## src/rtl/mem_wb_pkg.sv

```systemverilog
// Shared MEM/WB pipeline types: default widths, writeback entry layout and stage-state encoding.
package mem_wb_pkg;

  localparam int XLEN_DEF    = 64;
  localparam int RADDR_W_DEF = 5;

  typedef struct packed {
    logic                   reg_write;
    logic [RADDR_W_DEF-1:0] rd;
    logic [XLEN_DEF-1:0]    data;
  } wb_entry_t;

  typedef enum logic [1:0] {
    EMPTY = 2'd0,
    ONE   = 2'd1,
    TWO   = 2'd2
  } stage_state_t;

endpackage

```

## src/rtl/pipe_skid_buf.sv

```systemverilog
// Generic 2-entry skid buffer: output always comes from the main entry, the skid entry holds overflow.
// in_ready and out_valid are decoded from the state register only, so neither depends on out_ready.
module pipe_skid_buf
  import mem_wb_pkg::*;
#(
  parameter int W = 8
) (
  input  logic         clk,
  input  logic         rst_n,
  input  logic         flush,
  input  logic         in_valid,
  output logic         in_ready,
  input  logic [W-1:0] in_data,
  output logic         out_valid,
  input  logic         out_ready,
  output logic [W-1:0] out_data,
  output stage_state_t dbg_state
);

  // Handshake: a transfer happens on a port exactly when valid & ready are both high at the rising edge.
  stage_state_t r_state, w_state_nxt;
  logic [W-1:0] r_main, r_skid;
  logic         w_acc, w_ret, w_main_load, w_main_from_skid, w_skid_load;

  assign in_ready  = (r_state != TWO);
  assign out_valid = (r_state != EMPTY);
  assign out_data  = r_main;
  assign dbg_state = r_state;

  assign w_acc = in_valid & in_ready;
  assign w_ret = out_valid & out_ready;

  always_comb begin
    w_state_nxt      = r_state;
    w_main_load      = 1'b0;
    w_main_from_skid = 1'b0;
    w_skid_load      = 1'b0;
    if (flush) begin
      w_state_nxt = EMPTY;
    end else begin
      case (r_state)
        EMPTY: if (w_acc) begin
          w_state_nxt = ONE;
          w_main_load = 1'b1;
        end
        ONE: begin
          if (w_acc && !w_ret) begin
            w_state_nxt = TWO;
            w_skid_load = 1'b1;
          end else if (!w_acc && w_ret) begin
            w_state_nxt = EMPTY;
          end else if (w_acc && w_ret) begin
            w_main_load = 1'b1;
          end
        end
        TWO: if (w_ret) begin
          w_state_nxt      = ONE;
          w_main_load      = 1'b1;
          w_main_from_skid = 1'b1;
        end
        default: w_state_nxt = EMPTY;
      endcase
    end
  end

  always_ff @(posedge clk or negedge rst_n) begin
    if (!rst_n) begin
      r_state <= EMPTY;
      r_main  <= '0;
      r_skid  <= '0;
    end else begin
      r_state <= w_state_nxt;
      if (w_main_load) r_main <= w_main_from_skid ? r_skid : in_data;
      if (w_skid_load) r_skid <= in_data;
    end
  end

endmodule

```

## src/rtl/mem_wb_stage.sv

```systemverilog
// MEM->WB stage register: resolves the mem-to-reg mux, suppresses x0 writes, and exposes a forwarding view.
// SKID=1 uses a registered 2-entry skid buffer; SKID=0 a single entry with combinational in_ready.
module mem_wb_stage
  import mem_wb_pkg::*;
#(
  parameter int XLEN    = XLEN_DEF,
  parameter int RADDR_W = RADDR_W_DEF,
  parameter bit SKID    = 1'b1
) (
  input  logic               clk,
  input  logic               rst_n,
  input  logic               flush,
  input  logic               in_valid,
  output logic               in_ready,
  input  logic               in_mem_to_reg,
  input  logic               in_reg_write,
  input  logic [XLEN-1:0]    in_read_data,
  input  logic [XLEN-1:0]    in_alu_result,
  input  logic [RADDR_W-1:0] in_rd,
  output logic               out_valid,
  input  logic               out_ready,
  output logic               out_reg_write,
  output logic [RADDR_W-1:0] out_rd,
  output logic [XLEN-1:0]    out_wb_data,
  output logic               fwd_valid,
  output logic [RADDR_W-1:0] fwd_rd,
  output logic [XLEN-1:0]    fwd_data,
  output stage_state_t       dbg_state
);

  localparam int PW = 1 + RADDR_W + XLEN;

  // Payload layout {reg_write_eff, rd, wb_data} matches wb_entry_t at default widths.
  logic [XLEN-1:0] w_wb_data;
  logic            w_rw_eff;
  logic [PW-1:0]   w_in_payload, w_out_payload;
  logic            w_in_ready, w_out_valid;

  assign w_wb_data    = in_mem_to_reg ? in_read_data : in_alu_result;
  assign w_rw_eff     = in_reg_write & (in_rd != '0);
  assign w_in_payload = {w_rw_eff, in_rd, w_wb_data};

  generate
    if (SKID) begin : g_skid
      pipe_skid_buf #(.W(PW)) u_skid (
        .clk       (clk),
        .rst_n     (rst_n),
        .flush     (flush),
        .in_valid  (in_valid),
        .in_ready  (w_in_ready),
        .in_data   (w_in_payload),
        .out_valid (w_out_valid),
        .out_ready (out_ready),
        .out_data  (w_out_payload),
        .dbg_state (dbg_state)
      );
    end else begin : g_single
      logic          r_valid;
      logic [PW-1:0] r_payload;
      logic          w_acc, w_ret;

      assign w_in_ready    = ~r_valid | out_ready;
      assign w_acc         = in_valid & w_in_ready;
      assign w_ret         = r_valid & out_ready;
      assign w_out_valid   = r_valid;
      assign w_out_payload = r_payload;
      assign dbg_state     = r_valid ? ONE : EMPTY;

      always_ff @(posedge clk or negedge rst_n) begin
        if (!rst_n) begin
          r_valid   <= 1'b0;
          r_payload <= '0;
        end else begin
          if (flush)      r_valid <= 1'b0;
          else if (w_acc) r_valid <= 1'b1;
          else if (w_ret) r_valid <= 1'b0;
          if (w_acc && !flush) r_payload <= w_in_payload;
        end
      end
    end
  endgenerate

  assign in_ready      = w_in_ready;
  assign out_valid     = w_out_valid;
  // Gate the stored write enable so a stale payload never looks like a write.
  assign out_reg_write = w_out_valid & w_out_payload[PW-1];
  assign out_rd        = w_out_payload[PW-2:XLEN];
  assign out_wb_data   = w_out_payload[XLEN-1:0];
  assign fwd_valid     = out_valid & out_reg_write;
  assign fwd_rd        = out_rd;
  assign fwd_data      = out_wb_data;

endmodule

```

## config.mk

```make
export PLATFORM = sky130hd
export DESIGN_NAME = mem_wb_stage
export DESIGN_NICKNAME = d
export VERILOG_FILES = /design/src/rtl/mem_wb_pkg.sv /design/src/rtl/pipe_skid_buf.sv /design/src/rtl/mem_wb_stage.sv
export SDC_FILE = /design/constraint.sdc
export NUM_CORES = 1
export LEC_CHECK = 0
export BUFFER_PORTS_ARGS = -buffer_cell sky130_fd_sc_hd__buf_2
export CAP_MARGIN = 10
export CORE_UTILIZATION = 45
export DETAILED_ROUTE_END_ITERATION = 16
export PLACE_DENSITY_LB_ADDON = 0.12
export SETUP_SLACK_MARGIN = 0.3
export SYNTH_ARGS = -nofsm -noshare
export SYNTH_HDL_FRONTEND = slang
export SYNTH_SLANG_ARGS = --single-unit
```

## constraint.sdc

```tcl
create_clock -name clk -period 2.7 [get_ports clk]
set_clock_uncertainty 0.15 [all_clocks]
set_input_delay 0.405 -clock clk [delete_from_list [all_inputs] [get_ports clk]]
set_output_delay 0.405 -clock clk [all_outputs]
set_load 0.005 [all_outputs]
```

==> results of run 1 <==
-- timing repair --
| action | CTS | global route |
|---|---|---|
| endpoints found under the hold margin | 30 | 0 |
| gates resized for setup | 0 | 1 |
| setup endpoints to repair | 0 | 3 |
| hold buffers | 1 | 0 |
-- worst max-delay path, delay by kind of cell (launching register included) --
family                     cells  cell delay (ns)
DFF                            1             0.44
muxes                          1             0.32
buffers and inverters          1             0.23
and+or+nand+nor                3             0.67
adders and majority gates      1             0.18
AOI/OAI and AO/OA              1             0.15
-- placed cells by master, fill, tap and decap left out --
master         count
buf_2            281
dfrtp_1          142
mux2i_1          130
nor2_1           130
a21oi_1          129
inv_1             67
clkbuf_16         17
mux2_1             9
buf_4              7
buf_12             7
mux2_4             6
clkinv_4           5
clkinv_2           4
and2_1             3
nand2_1            2
o21ai_0            2
ha_1               2
clkbuf_1           2
clkinvlp_4         2
buf_6              2
nand2b_1           1
or2_2              1
nor2b_1            1
and3b_4            1
and4bb_4           1
o2bb2ai_1          1
nand2b_4           1
mux2_2             1
o31ai_1            1
or4_1              1
bufinv_16          1
inv_6              1
dlygate4sd3_1      1
-- registers in the layout, indices dropped and copies added (netlist names) --
name,cells
g_skid.u_skid.r_skid,70
g_skid.u_skid.dbg_state,2
g_skid.u_skid.out_data,70
-- metrics by stage --
step	instance area, um2	hold slack (ns)	power [mW]	setup slack [ns]	util, %
after floorplan	7879	-0.04059	4.682	0.5878	-
after global placement	8488	0.1664	4.819	0.4592	49.42
after detailed placement	8488	0.1616	4.869	0.4308	49.42
after CTS	9049	0.04930	7.072	0.4056	52.68
after global routing	9052	0.06495	7.454	0.3237	52.70
final	9052	0.06713	6.964	0.4123	52.70
-- final cells by class --
type                            count  area [um2]  share of cell area (%)
Clock buffer                       19       432.9                   4.782
Clock inverter                     13       117.6                   1.299
Inverter                           67       251.5                   2.778
Multi-Input combinational cell    423        2784                   30.75
Sequential cell                   142        3553                   39.25
Tap cell                          225       281.5                   3.110
Timing Repair Buffer              298        1632                   18.02
-- power groups by stage --
stage               Clock [mW]  Combinational (mW)  Sequential [mW]
floorplan                    0                1.60             3.09
global route              2.32                1.88             3.25
global placement             0                1.63             3.18
finish                    2.17                1.64             3.15
detailed placement           0                1.67             3.20
CTS                       2.23                1.68             3.17
-- cell usage after synthesis --
cell	n	area, um2
o2bb2ai_1	1	8.760
nand2_1	2	7.510
nor2_1	130	488.0
and3b_1	1	8.760
or2_2	1	6.260
mux2i_1	130	1301
inv_1	67	251.5
nand2b_1	2	12.51
mux2_2	1	11.26
buf_2	32	160.2
dfrtp_1	142	3553
mux2_1	9	101.4
o31ai_1	1	7.510
buf_6	1	11.26
o21ai_0	2	10.01
or4_1	1	7.510
and4bb_1	1	12.51
mux2_4	6	90.09
buf_4	151	1134
a21oi_1	129	645.6
and2_1	3	18.77
ha_1	2	25.02
nor2b_1	1	6.260
-- kinds of logic after synthesis --
| kind of cell | Yosys count | share of synthesized area, % |
|---|---|---|
| mux | 146 | 19.09 |
| flops | 142 | 45.10 |
| fa+ha+maj | 2 | 0.3176 |
| compound gates | 133 | 8.528 |
| simple gates | 142 | 7.210 |
| buf+inv | 251 | 19.76 |
-- routing by layer --
layer | routed length (um) | up-vias | share of wire, % | GRT usage, %
met1 | 7214 | 2517 | 46 | 23.92
li1 | - | 2790 | - | -
met5 | 0 | - | 0 | 0
met2 | 7539 | 183 | 48 | 29.19
met4 | 227 | 0 | 1.4 | 6.742
met3 | 783 | 17 | 5.0 | 3.137
-- worst paths after layout --
check | startpoint | to | slack, ns | cells past startpoint
worst max-delay path | g_skid.u_skid.dbg_state[0] | g_skid.u_skid.out_data[65] | 0.41 | 7
worst min-delay path | flush | g_skid.u_skid.dbg_state[0] | 0.07 | 2
worst max register to register | g_skid.u_skid.dbg_state[0] | g_skid.u_skid.out_data[65] | 0.41 | 7
worst min register to register | g_skid.u_skid.r_skid[65] | g_skid.u_skid.r_skid[65] | 0.33 | 1
max in group asynchronous | rst_n | g_skid.u_skid.r_skid[0] | 1.44 | 3
min in group asynchronous | rst_n | g_skid.u_skid.out_data[33] | 0.29 | 2
==> run summary, run 1 <==
status = complete, no violations
clk sinks = 142
Vias/cell = 4.639
Slew Viols, Final = 0
die height = 134.3 um
CTS Root Cell = clkbuf_16
die area = 0.01804 mm2
Die X = 134.3 um
final cell count without fillers = 1187
clk slew on worst S/H paths = 0.06 ns
combinational fraction of design power = 23.6%
PortBufs = 283
Initial Util = 45.87%
placed cells = 1154
synth unique cells = 23
Pint = 4.897 mW
Synth Area per Inst = 9.655 um2
first-pass GRT wire length = 25010 um
RD Place Congestion = 0.7732
CP Launch Type = register
Mapped Cells = 816
Crit-path slowest cell = dfrtp_1
Final Critical Period = 2.288 ns
post-CTS setup buffers = 0
P per Cell Area = 769.3 mW/mm2
RSZ-0062 raised after global routing = no
register area share after synthesis = 45.10%
Top Ports = 284
DR vias = 5507
crit-path cells = or2_2, and2_1, ha_1, o2bb2ai_1, nand2b_4, buf_12, mux2_4
total DRC errors in the routed layout = 0
Final nets = 1091
H-tree depth = 4
core region area = 0.01718 mm2
fmax = 437.1 MHz
HPWL Detailed = 11090 um
max-cap check violation count = 0
sequential share of power = 45.3%
initial antenna violation count = 0
sw frac = 29.68%
FF+latch count, synth = 142
largest net degree at the start of global routing = 67
Req. time, crit path = 2.85 ns
Worst path max stage delay = 0.44 ns
Max rail drop VDD = 446.8 uV
Hold Crit Class = in2reg
Final period util = 84.73%
setup_tns = 0 ns
diodes inserted = 0
Clock Path Buffers = 2
share of cells above drive strength 1 = 35.14%
Fillers = 1584
power share of the clock group = 31.1%
starting DRC count in detailed routing = 233
Switch Pwr = 2.067 mW
Rows = 48
detail-routed net length per standard cell = 13.28 um
cts bufs inserted = 17
Synth Cell Area = 0.007879 mm2
total grt overflow = 0
CTS tree = yes
Yosys Warn Count = 0
Relative slew margins = 69.59%
Area Overhead vs Synth = 14.90%
LEAKAGE = 5.015 nW
Crit. End Element = register
GRT Overall Usage = 17.94%
crit path DAT = 2.43 ns
Setup Viol. Count Final = 0
Final Hold Vio Count = 0
total iterations of the first detailed-routing run = 4
Crit Path Max Fanout = 25
final antenna-violating net count = 0
vias in the first global route = 4931
final WL = 15760 um
clk_lat worst skew = 0.42 ns
critical path type = reg2reg
syn nets = 958
worst slew pin tran = 0.4562 ns
Power figures use the tool's default switching activity.
==> inputs of run 2 (changes only) <==
==> constraint.sdc (replaced) <==
create_clock -name clk -period 1.9 [get_ports clk]
set_clock_uncertainty 0.15 [all_clocks]
set_input_delay 0.285 -clock clk [delete_from_list [all_inputs] [get_ports clk]]
set_output_delay 0.285 -clock clk [all_outputs]
set_load 0.005 [all_outputs]
==> run summary, run 2 (same netlist as run 1, synthesis figures left out) <==
status = complete, but fails checks
violated checks = setup timing
RSZ-0062 raised after global routing = yes
Top Ports = 284
clk slew on worst S/H paths = 0.06 ns
first-pass GRT wire length = 26680 um
utilization after layout = 58.36%
LEAKAGE = 5.440 nW
crit path DAT = 2.11 ns
core region area = 0.01718 mm2
starting DRC count in detailed routing = 214
detail-routed net length per standard cell = 13.90 um
Final period util = 102.7%
final antenna-violating net count = 0
Req. time, crit path = 2.06 ns
Crit. End Element = register
initial antenna violation count = 0
Rows = 48
worst slew pin tran = 0.4362 ns
GRT Overall Usage = 19.15%
Final Critical Period = 1.952 ns
Max rail drop VDD = 647.8 uV
Crit Path Max Fanout = 7
Multi-input gate area = 0.002952 mm2
total power = 10.57 mW
Worst path max stage delay = 0.39 ns
diodes inserted = 0
critical path type = reg2reg
RD Place Congestion = 0.7130
Hold Crit Class = in2reg
cts bufs inserted = 17
max-cap check violation count = 0
total DRC errors in the routed layout = 0
Area after DPL = 0.008897 mm2
total grt overflow = 0
die area = 0.01804 mm2
Initial Util = 45.87%
leading cell type in the layout, fill and taps excluded = buf_2
Relative slew margins = 70.92%
final WL = 17230 um
crit-path cells = or2_4, and2_4, ha_4, o2bb2ai_2, nand2b_4, buf_12, mux2_4
fmax = 512.3 MHz
Area Overhead vs Synth = 27.22%
P per Cell Area = 1055 mW/mm2
PortBufs = 283
Slew Viols, Final = 0
vias in the first global route = 5231
Setup Viol. Count Final = 49
largest delay contributor family on the critical path = simple AND/OR/NAND/NOR gates
Vias/cell = 4.606
Die X = 134.3 um
clk_lat worst skew = 0.43 ns
Final Hold Vio Count = 0
placed cells = 1182
die height = 134.3 um
Final nets = 1144
HPWL Detailed = 11940 um
hold_ws = 0.02413 ns
CTS Root Cell = clkbuf_16
share of cells above drive strength 1 = 40.69%
Clock Path Buffers = 2
CTS tree = yes
worst path buffer plus inverter count = 1
total iterations of the first detailed-routing run = 4
final instance area = 0.01002 mm2
leading cell types in the layout, fill and taps excluded = buf_2 (281), dfrtp_1 (142), mux2i_1 (130)
clk sinks = 142
CP Launch Type = register
final cell count without fillers = 1240
largest net degree at the start of global routing = 49
setup slack after layout = -0.05201 ns
DR vias = 5712
register area = 0.003553 mm2
H-tree depth = 4
Crit-path slowest cell = dfrtp_1
Fillers = 1521
run 2: cell count changes in the layout (fill, tap and decap cells not counted), sizes merged:
cell         change
buf             +38
dlygate4sd3      +8
clkbuf           +7
clkinv           -7
bufinv           +2
clkinvlp         +2
inv              +2
and4bb           +1
run 2: worst min-delay path, delay by kind of cell:
| family | cells | cell delay, ns |
|---|---|---|
| AOI/OAI and AO/OA | 1 | 0.14 |
| buffers and inverters | 1 | 0.07 |
| muxes | 1 | 0.07 |
run 2: routing by layer:
| metal | routed length [um] | global-route usage [%] | part of all wire, % | vias to the layer above |
|---|---|---|---|---|
| li1 | - | - | - | 2908 |
| met1 | 7928 | 25.43 | 46 | 2594 |
| met2 | 8184 | 30.89 | 47 | 193 |
| met3 | 848 | 4.044 | 4.9 | 17 |
| met4 | 270 | 6.866 | 1.6 | 0 |
| met5 | 0 | 0 | 0 | - |
run 2: what timing repair did:
| action | in CTS | in global routing |
|---|---|---|
| hold endpoints to repair | 71 | 0 |
| endpoints found under the setup margin | 145 | 145 |
| gates cloned | 1 | 7 |
| hold buffers | 9 | 0 |
| resized for setup | 41 | 7 |
| setup buffers | 6 | 3 |
| pin swaps | 3 | 0 |
run 2: where the power goes:
group	internal, mW	switching (mW)	leakage (nW)
clock	2.11	1.30	0.284
sequential	3.92	0.606	1.63
combinational	1.47	1.17	3.53
total	7.50	3.08	5.44
run 2: per-stage QoR:
stage	setup TNS (ns)	setup slack, ns
after floorplan	-3.545	-0.07686
after global placement	-0.5519	-0.04455
after detailed placement	-2.297	-0.06507
after CTS	-0.3546	-0.02829
after global routing	-10.14	-0.1175
final	-0.8906	-0.05201
run 2: area by class of cell:
class | count | area share [%]
clock buffers | 20 | 4.456
clock inverters | 12 | 1.598
inverters | 67 | 2.509
multi-input cells | 424 | 29.45
flip-flops and latches | 142 | 35.45
well taps | 225 | 2.809
repair buffers | 350 | 23.73
run 2: path summary, 6_finish.rpt:
check                                                  end  slack (ns)  cells past startpoint                  startpoint
worst max-delay path            g_skid.u_skid.out_data[67]       -0.05                      7  g_skid.u_skid.dbg_state[0]
worst min-delay path              g_skid.u_skid.r_skid[61]        0.02                      3           in_alu_result[61]
worst max register to register  g_skid.u_skid.out_data[67]       -0.05                      7  g_skid.u_skid.dbg_state[0]
worst min register to register    g_skid.u_skid.r_skid[67]        0.35                      1    g_skid.u_skid.r_skid[67]
max in group asynchronous       g_skid.u_skid.out_data[62]        0.79                      3                       rst_n
min in group asynchronous       g_skid.u_skid.out_data[24]        0.20                      2                       rst_n
